===== src/rtl/resonator_dds_deadlock_watchdog.sv =====
// ---------------------------------------------------------------------------
// resonator_dds_deadlock_watchdog
//
// Purpose:
//   Watchdog over the resonator_dds AXIS deadlock monitor.
//   - Times how long the per-stream block flags stay asserted.
//   - Declares a deadlock after a programmable threshold.
//   - Latches which streams were blocked and raises a sticky interrupt.
//   - Can optionally sequence core recovery: halt, drain wait, then a
//     one-cycle restart pulse.
//
// Optional feature macro:
//   RESONATOR_DDS_WATCHDOG_EVCNT_EN
//     defined   : deadlock_events counts DEADLOCK entries. It saturates and
//                 is cleared only by reset_n.
//     undefined : deadlock_events is tied to zero.
//
// Ports:
//   clock, reset_n    clock and asynchronous active-low reset
//   enable            watchdog enable (level)
//   threshold         blocked cycles needed to declare a deadlock (0 acts as 1)
//   auto_recover      move from DEADLOCK to RECOVER automatically
//   clear             acknowledge pulse: clears deadlock_irq/block_mask and
//                     releases DEADLOCK
//   axis_block_sigs   per-stream blocked flags
//   block_mask        block flags captured on DEADLOCK entry
//   deadlock_irq      sticky deadlock flag
//   core_halt         high throughout RECOVER
//   core_restart      one-cycle pulse on the last RECOVER cycle
//   state             0 IDLE, 1 SUSPECT, 2 DEADLOCK, 3 RECOVER
//   stall_count       consecutive blocked cycles (saturating)
//   deadlock_events   DEADLOCK entry count (zero unless the macro is defined)
//
// All outputs are registered.
// ---------------------------------------------------------------------------
module resonator_dds_deadlock_watchdog #(
    parameter int NUM_AXIS     = 2,
    parameter int CNT_W        = 16,
    parameter int DRAIN_CYCLES = 8
) (
    input  logic                clock,
    input  logic                reset_n,
    input  logic                enable,
    input  logic [CNT_W-1:0]    threshold,
    input  logic                auto_recover,
    input  logic                clear,
    input  logic [NUM_AXIS-1:0] axis_block_sigs,
    output logic [NUM_AXIS-1:0] block_mask,
    output logic                deadlock_irq,
    output logic                core_halt,
    output logic                core_restart,
    output logic [1:0]          state,
    output logic [CNT_W-1:0]    stall_count,
    output logic [15:0]         deadlock_events
);

    localparam logic [1:0] ST_IDLE     = 2'd0;
    localparam logic [1:0] ST_SUSPECT  = 2'd1;
    localparam logic [1:0] ST_DEADLOCK = 2'd2;
    localparam logic [1:0] ST_RECOVER  = 2'd3;

    localparam int             DW         = $clog2(DRAIN_CYCLES + 1);
    localparam logic [DW-1:0]  DRAIN_LAST = DW'(DRAIN_CYCLES - 1);
    localparam logic [CNT_W:0] CNT_ONE_W  = {{CNT_W{1'b0}}, 1'b1};

    logic [1:0]          state_r;
    logic [1:0]          state_s;
    logic [CNT_W-1:0]    stall_r;
    logic [CNT_W-1:0]    stall_s;
    logic [DW-1:0]       drain_r;
    logic [DW-1:0]       drain_s;
    logic [NUM_AXIS-1:0] mask_r;
    logic [NUM_AXIS-1:0] mask_s;
    logic                irq_r;
    logic                irq_s;
    logic                halt_r;
    logic                restart_r;
    logic                restart_s;
    logic                blk_s;
    logic [CNT_W-1:0]    thr_eff_s;
    logic [CNT_W-1:0]    stall_inc_s;
    logic                reach_s;
    logic                entry_s;

    // Saturating increment of the stall counter.
    function automatic logic [CNT_W-1:0] sat_inc(input logic [CNT_W-1:0] v);
        logic [CNT_W-1:0] r;
        if (&v) begin
            r = v;
        end else begin
            r = v + {{(CNT_W-1){1'b0}}, 1'b1};
        end
        return r;
    endfunction

    // Decode the block flags and the effective threshold.
    always_comb begin
        blk_s       = |axis_block_sigs;
        thr_eff_s   = (threshold == {CNT_W{1'b0}}) ? {{(CNT_W-1){1'b0}}, 1'b1} : threshold;
        stall_inc_s = sat_inc(stall_r);
        // Compare the unsaturated count one bit wider, so an all-ones
        // threshold is still reachable.
        reach_s     = (({1'b0, stall_r} + CNT_ONE_W) >= {1'b0, thr_eff_s});
    end

    // Next-state logic for the state, stall counter, drain counter and restart pulse.
    always_comb begin
        state_s   = state_r;
        stall_s   = stall_r;
        drain_s   = drain_r;
        restart_s = 1'b0;
        case (state_r)
            ST_IDLE, ST_SUSPECT: begin
                if (enable && blk_s) begin
                    stall_s = stall_inc_s;
                    if (reach_s) begin
                        state_s = ST_DEADLOCK;
                    end else begin
                        state_s = ST_SUSPECT;
                    end
                end else begin
                    stall_s = {CNT_W{1'b0}};
                    state_s = ST_IDLE;
                end
            end
            ST_DEADLOCK: begin
                if (clear) begin
                    state_s = ST_IDLE;
                    stall_s = {CNT_W{1'b0}};
                end else if (auto_recover) begin
                    state_s   = ST_RECOVER;
                    drain_s   = {DW{1'b0}};
                    restart_s = (DRAIN_LAST == {DW{1'b0}});
                end else begin
                    state_s = ST_DEADLOCK;
                end
            end
            ST_RECOVER: begin
                if (drain_r == DRAIN_LAST) begin
                    state_s = ST_IDLE;
                    stall_s = {CNT_W{1'b0}};
                    drain_s = {DW{1'b0}};
                end else begin
                    drain_s   = drain_r + {{(DW-1){1'b0}}, 1'b1};
                    restart_s = (drain_s == DRAIN_LAST);
                end
            end
            default: begin
                state_s = ST_IDLE;
                stall_s = {CNT_W{1'b0}};
                drain_s = {DW{1'b0}};
            end
        endcase
    end

    // Update the irq and mask. A DEADLOCK entry wins over a simultaneous clear.
    always_comb begin
        entry_s = (state_r != ST_DEADLOCK) && (state_s == ST_DEADLOCK);
        if (entry_s) begin
            irq_s  = 1'b1;
            mask_s = axis_block_sigs;
        end else if (clear) begin
            irq_s  = 1'b0;
            mask_s = {NUM_AXIS{1'b0}};
        end else begin
            irq_s  = irq_r;
            mask_s = mask_r;
        end
    end

    // Main state and output registers.
    always_ff @(posedge clock or negedge reset_n) begin
        if (!reset_n) begin
            state_r   <= ST_IDLE;
            stall_r   <= {CNT_W{1'b0}};
            drain_r   <= {DW{1'b0}};
            mask_r    <= {NUM_AXIS{1'b0}};
            irq_r     <= 1'b0;
            halt_r    <= 1'b0;
            restart_r <= 1'b0;
        end else begin
            state_r   <= state_s;
            stall_r   <= stall_s;
            drain_r   <= drain_s;
            mask_r    <= mask_s;
            irq_r     <= irq_s;
            halt_r    <= (state_s == ST_RECOVER);
            restart_r <= restart_s;
        end
    end

`ifdef RESONATOR_DDS_WATCHDOG_EVCNT_EN
    logic [15:0] events_r;

    // Saturating count of DEADLOCK entries. Only reset_n clears it.
    always_ff @(posedge clock or negedge reset_n) begin
        if (!reset_n) begin
            events_r <= 16'h0000;
        end else if (entry_s && (events_r != 16'hFFFF)) begin
            events_r <= events_r + 16'h0001;
        end else begin
            events_r <= events_r;
        end
    end

    assign deadlock_events = events_r;
`else
    assign deadlock_events = 16'h0000;
`endif

    assign state        = state_r;
    assign stall_count  = stall_r;
    assign block_mask   = mask_r;
    assign deadlock_irq = irq_r;
    assign core_halt    = halt_r;
    assign core_restart = restart_r;

endmodule


===== config.mk =====
export PLATFORM = sky130hd
export DESIGN_NAME = resonator_dds_deadlock_watchdog
export DESIGN_NICKNAME = d
export VERILOG_FILES = /design/src/rtl/resonator_dds_deadlock_watchdog.sv
export SDC_FILE = /design/constraint.sdc
export NUM_CORES = 1
export LEC_CHECK = 0
export ABC_AREA = 1
export BUFFER_PORTS_ARGS = -buffer_cell sky130_fd_sc_hd__buf_2
export CAP_MARGIN = 10
export CORE_MARGIN = 2
export CORE_UTILIZATION = 45
export CTS_CLUSTER_DIAMETER = 120
export CTS_CLUSTER_SIZE = 20
export DETAILED_ROUTE_END_ITERATION = 16
export PLACE_DENSITY = 0.81
export SYNTH_ARGS = -nofsm -noshare
export SYNTH_HDL_FRONTEND = slang
export SYNTH_SLANG_ARGS = --single-unit

===== constraint.sdc =====
create_clock -name clock -period 2.9 [get_ports clock]
set_input_delay 0.145 -clock clock [delete_from_list [all_inputs] [get_ports clock]]
set_output_delay 0.145 -clock clock [all_outputs]
set_load 0.05 [all_outputs]

* Yosys cells after proc, flatten, opt, wreduce, memory -nomap -nowiden
Index checks and enable logic that the tools add are counted.
** Storage, ports and cells
- Input port bits :: 23
- Bits in registers :: 27
** Cells by class
- Order comparisons :: 1
- Equality and inequality tests :: 13
- Mux-type cells :: 22
- Add/sub/neg operators :: 3
- Reduce and logical (&&, ||, !) cells :: 11
** Operators by type and width (number)
- 16-bit two-way mux :: 5
- 16-bit case mux with 3 select lines :: 1
- 16-bit by 1-bit adder with 17-bit output, second input constant :: 1
- 17-bit by 16-bit greater-or-equal comparator with 1-bit output :: 1
- 16-bit by 1-bit adder with 16-bit output, second input constant :: 1
- 16-bit logical NOT :: 1
- 16-bit AND reduction :: 1
- 2-bit two-way mux :: 6
- 4-bit two-way mux :: 3
- 2-bit != test, second input constant :: 5
- 2-bit == test, second input constant :: 4
- 4-bit by 3-bit == test with 1-bit output, second input constant :: 2
- 4-bit case mux with 2 select lines :: 1
- 2-bit case mux with 3 select lines :: 1
- 3-bit AND reduction :: 2
- 1-bit two-way mux :: 5
- 4-bit by 1-bit adder with 4-bit output, second input constant :: 1
- 2-bit nonzero test :: 2
- 2-bit OR reduction :: 2
- 3-bit != test, second input constant :: 1
- 2-bit by 1-bit == test with 1-bit output, second input constant :: 1
- 1-bit logical AND :: 2
- 2-bit logical NOT :: 1

* Logic depth before layout (Yosys ltp)
- Depth after elaboration :: 9
- Depth in mapped cells :: 21
- Gate-level depth less buffers :: 21

* Least setup slack after synthesis
Ideal clock, no wire load.
- Kind :: register to register
- Start :: register stall_r[0], in the netlist stall_count[0]
- End :: register mask_r[0], in the netlist block_mask[0]
- Period minus slack after synthesis :: 2713 ps
- Buffers on the path :: 0
- Data required time :: 2834 ps
- Data arrival time :: 2647 ps
- Stages on the path, launching flop included :: 21
- Setup slack :: 187 ps
- Cell sequence :: dfrtp_1 > ha_1 > nand3_1 > inv_1 > nand3_2 > inv_1 > nand4_1 > nand2_1 > inv_1 > ha_1 > nand2_1 > inv_1 > nand2_1 > nor2_1 > nand2_1 > nand3_1 > nor2_1 > nand2_2 > nand2_1 > nand3_1 > nand2_1
** On the way
- Cells in the longest elaborated chain, start to end :: 8
** Ends and longest elaborated chain
- start: declaration :: line 68 : logic [CNT_W-1:0] stall_r;
- start signal: assignment :: line 175 : stall_r <= {CNT_W{1'b0}};
- start signal: assignment :: line 183 : stall_r <= stall_s;
- 16-bit by 1-bit adder with 17-bit output * :: line 103 : reach_s = (({1'b0, stall_r} + CNT_ONE_W) >= {1'b0, thr_eff_s});
- 17-bit by 16-bit greater-or-equal comparator with 1-bit output * :: line 103
- 2-bit two-way mux * :: line 116 : if (reach_s) begin
- 2-bit two-way mux * :: line 114 : if (enable && blk_s) begin
- 2-bit case mux with 3 select lines * :: line 112 : case (state_r)
- 2-bit == test * :: line 158 : entry_s = (state_r != ST_DEADLOCK) && (state_s == ST_DEADLOCK);
- 1-bit logical AND * :: line 158
- 2-bit two-way mux / 2-bit nonzero test (equally long branches)
- end signal: assignment :: line 177 : mask_r <= {NUM_AXIS{1'b0}};
- end signal: assignment :: line 185 : mask_r <= mask_s;
- end: declaration :: line 72 : logic [NUM_AXIS-1:0] mask_r;
Mark *: on every way between the ends. The rest lies on a longest branch, timed or not.
A chain may end at the register's enable or synchronous reset.

* Worst setup path in the final report
Ends and elaborated chain as after synthesis.

==> impl_metrics.csv <==
group,metric,value,unit
outcome,status,"completed",
min_path,holdPathStages,3,
finish,n_antenna_cell,0,
global_routing,grt_max_degree,28,
sta,fin_setup_tns,0,ns
finish,finalNonFillerCells,391,
placement,place_ws,0.2842,ns
worst_setup_path,rr_worst_depth,17,
run,cap_violations,0,
yosys,ys_types,33,
sta,fin_crit,2.588,ns
clocking,htreeDepth,1,
sta,setup_viol,0,
sta,fin_crit_sh,0.8923,
finish,syn2layout_area_growth,13.51,%
yosys,synth-seq-cells,27,
finish,final_nets,380,
global_routing,grt_first_pass_wirelength,7859,um
placement,dp.cells,386,
clocking,clockRootBuffer,"clkbuf_8",
detailed_routing,wire_per_inst,11.59,um
min_path,hp-class,"primary input to flip-flop",
die,dieArea,5387,um^2
yosys,yosys-top-cells-area,"dfrtp_1 (31%), nand2_1 (13%), ha_1 (11%)",
detailed_routing,vias,1925,
placement,dpl-instance-area,2392,um^2
worst_setup_path,crit_chain,"ha_1 -> nand3_1 -> inv_1 -> nand3_2 -> inv_1 -> nand2_1 -> xor2_2 -> ha_1 -> nand2_1 -> nand2_1 -> a21oi_1 -> nand3_1 -> nor2_1 -> nand2_2 -> nand2_2 -> nand3_1 -> nand2_1",
clocking,clk_path_buf_depth,2,
die,initial_core_util,0.4619,
sta,rsz0062_at_grt,"no",
worst_setup_path,slowest_delay,0.42,ns
worst_setup_path,critPathArrivalTime,2.80,ns
placement,place.gp.congestion,0.8617,
yosys,yosysTopAreaCellShare,0.3118,
sta,setup_ws,0.3125,ns
die,design.core.area,4692,um^2
worst_setup_path,path_max_fanout,6,
detailed_routing,routed_wirelength,4532,um
worst_setup_path,critPathKind,"flip-flop to flip-flop",
power,powerDensity,298.2,nW/um^2
finish,fin_area,2460,um^2
power,leakagePower,1.477,nW
detailed_routing,firstDrtPassIters,4,
yosys,synth_area,2167,um^2
detailed_routing,viasPerCell,4.923,
sta,skew,0.006648,ns
sta,worst_pin_slew,0.6033,ns
detailed_routing,drc,0,
finish,drive_gt1_frac,0.2285,
die,io_pins,62,
yosys,ys_seq_area_frac,0.3118,
detailed_routing,drt_iter0_markers,72,
die,num_rows,25,
detailed_routing,ant_nets,0,
yosys,yosysTopAreaCell,"dfrtp_1",
sta,fmax,0.3865,GHz
global_routing,grt_pass1_vias,1778,
worst_setup_path,cp.required,3.11,ns
global_routing,grtUsageTotal,0.1848,
worst_setup_path,slowest_stage,"dfrtp_2",
power,peakVddDrop,0.2117,mV
clocking,cts_buffers,3,
worst_setup_path,cp-start-kind,"flip-flop",
clocking,clock_latency,0.28,ns
global_routing,gr-total-overflow,0,
finish,mostFrequentLayoutCells,"nand2_1 (76), inv_1 (54), buf_2 (45)",
yosys,synth_area_per_cell,7.525,um^2
sta,slew_headroom,0.5978,
placement,dp.final_hpwl,3726,um
sta,finalHoldViolCount,0,
sta,slew_violations,0,
worst_setup_path,critPathMostFrequentCell,"nand2_1",
yosys,yosys_warnings,0,
yosys,async_flop_share,1.000,
worst_setup_path,endpoint_kind,"flip-flop",
yosys,synth_edf_count,0,
finish,layout_commonest_cell,"nand2_1",
clocking,cts.sinks,27,
yosys,ys.flop_type,"dfrtp_1",
clocking,clk_pin_slew,0.09,ns
die,die_w,73.40,um
clocking,cts_tree,"yes",
placement,io_buffers,45,
die,die_h,73.40,um
global_routing,antenna_found_initial,0,
yosys,netlist_instances,288,
[synthesized netlist by cell type, types with 2 or more instances]
| cell type | number |
|---|---|
| nand2_1 | 77 |
| inv_1 | 54 |
| dfrtp_1 | 27 |
| ha_1 | 19 |
| buf_4 | 16 |
| nand3_1 | 14 |
| nor2_1 | 11 |
| xor2_1 | 11 |
| o21ai_0 | 10 |
| a21oi_1 | 5 |
| nor2_2 | 4 |
| nor3_1 | 4 |
| nor4_1 | 4 |
| o21ai_2 | 4 |
| o22ai_2 | 4 |
| nand2_2 | 3 |
| nand4_1 | 3 |
| nor3_4 | 2 |
| o21ai_1 | 2 |
[sequential cells by signal, summed over array words and instances (netlist names)]
name / flops
block_mask: 2
deadlock_irq: 1
state: 2
drain_r: 4
core_halt: 1
stall_count: 16
core_restart: 1
[final timing paths]
kind | from | end | slack [ns]
worst max-delay path | stall_count[0] | block_mask[0] | 0.31
worst min-delay path | axis_block_sigs[1] | block_mask[1] | 0.13
worst max register to register | stall_count[0] | block_mask[0] | 0.31
worst min register to register | deadlock_irq | deadlock_irq | 0.49
max in group asynchronous | reset_n | stall_count[0] | 2.08
min in group asynchronous | reset_n | core_restart | 0.40
[layout make-up]
class / count / area, um^2
well taps: 54 / 67.56
multi-input cells: 203 / 1214
flip-flops and latches: 27 / 676.9
fillers: 455 / 2232
inverters: 56 / 212.7
repair buffers: 47 / 242.7
clock buffers: 3 / 41.29
clock inverters: 1 / 5.005
[per-stage QoR]
stage,util,total power [mW],hold WS (ns)
floorplan,-,0.5043,-0.1506
global placement,0.5099,0.5256,0.1804
detailed placement,0.5099,0.5278,0.1898
CTS,0.5219,0.7391,0.1269
global route,0.5243,0.7632,0.1574
finish,0.5243,0.7336,0.1306
[report_power, final]
part / internal [mW] / switching (mW)
clock network: 0.0964 / 0.117
logic: 0.0318 / 0.105
registers: 0.380 / 0.00401
[routing by layer]
layer  part of all wire  GRT usage  vias to the layer above  routed length [um]
li1                   -          -                      972                   -
met1               0.47     0.2580                      867                2119
met2               0.46     0.3093                       81                2074
met3              0.064    0.01372                        5                 289
met4              0.011    0.05051                        0                  48
met5                  0          0                        -                   0
[worst max-delay path: cells and delay by family, from the launching register on]
family	cells	cell delay, ns
AO/OA/AOI/OAI	1	0.13
buffers and inverters	2	0.25
adder cells (fa/ha/maj)	2	0.53
AND/OR/NAND/NOR	11	1.01
XOR/XNOR	1	0.17
flip-flops	1	0.42
[logic make-up after synthesis]
logic type      share of synthesized area
fa+ha+maj                          0.1097
simple gates                       0.2679
xor+xnor                          0.05601
buf+inv                            0.1588
compound gates                    0.09411
flops                              0.3118
other cells                      0.001730
[what timing repair did]
item | 4_1_cts | 5_1_grt
hold endpoints to repair | 27 | 0
endpoints found under the setup margin | 0 | 4
buffers inserted | 0 | 0
resized for setup | 0 | 3
hold buffers | 1 | 0
No activity file was read; power rests on OpenSTA's default activity.
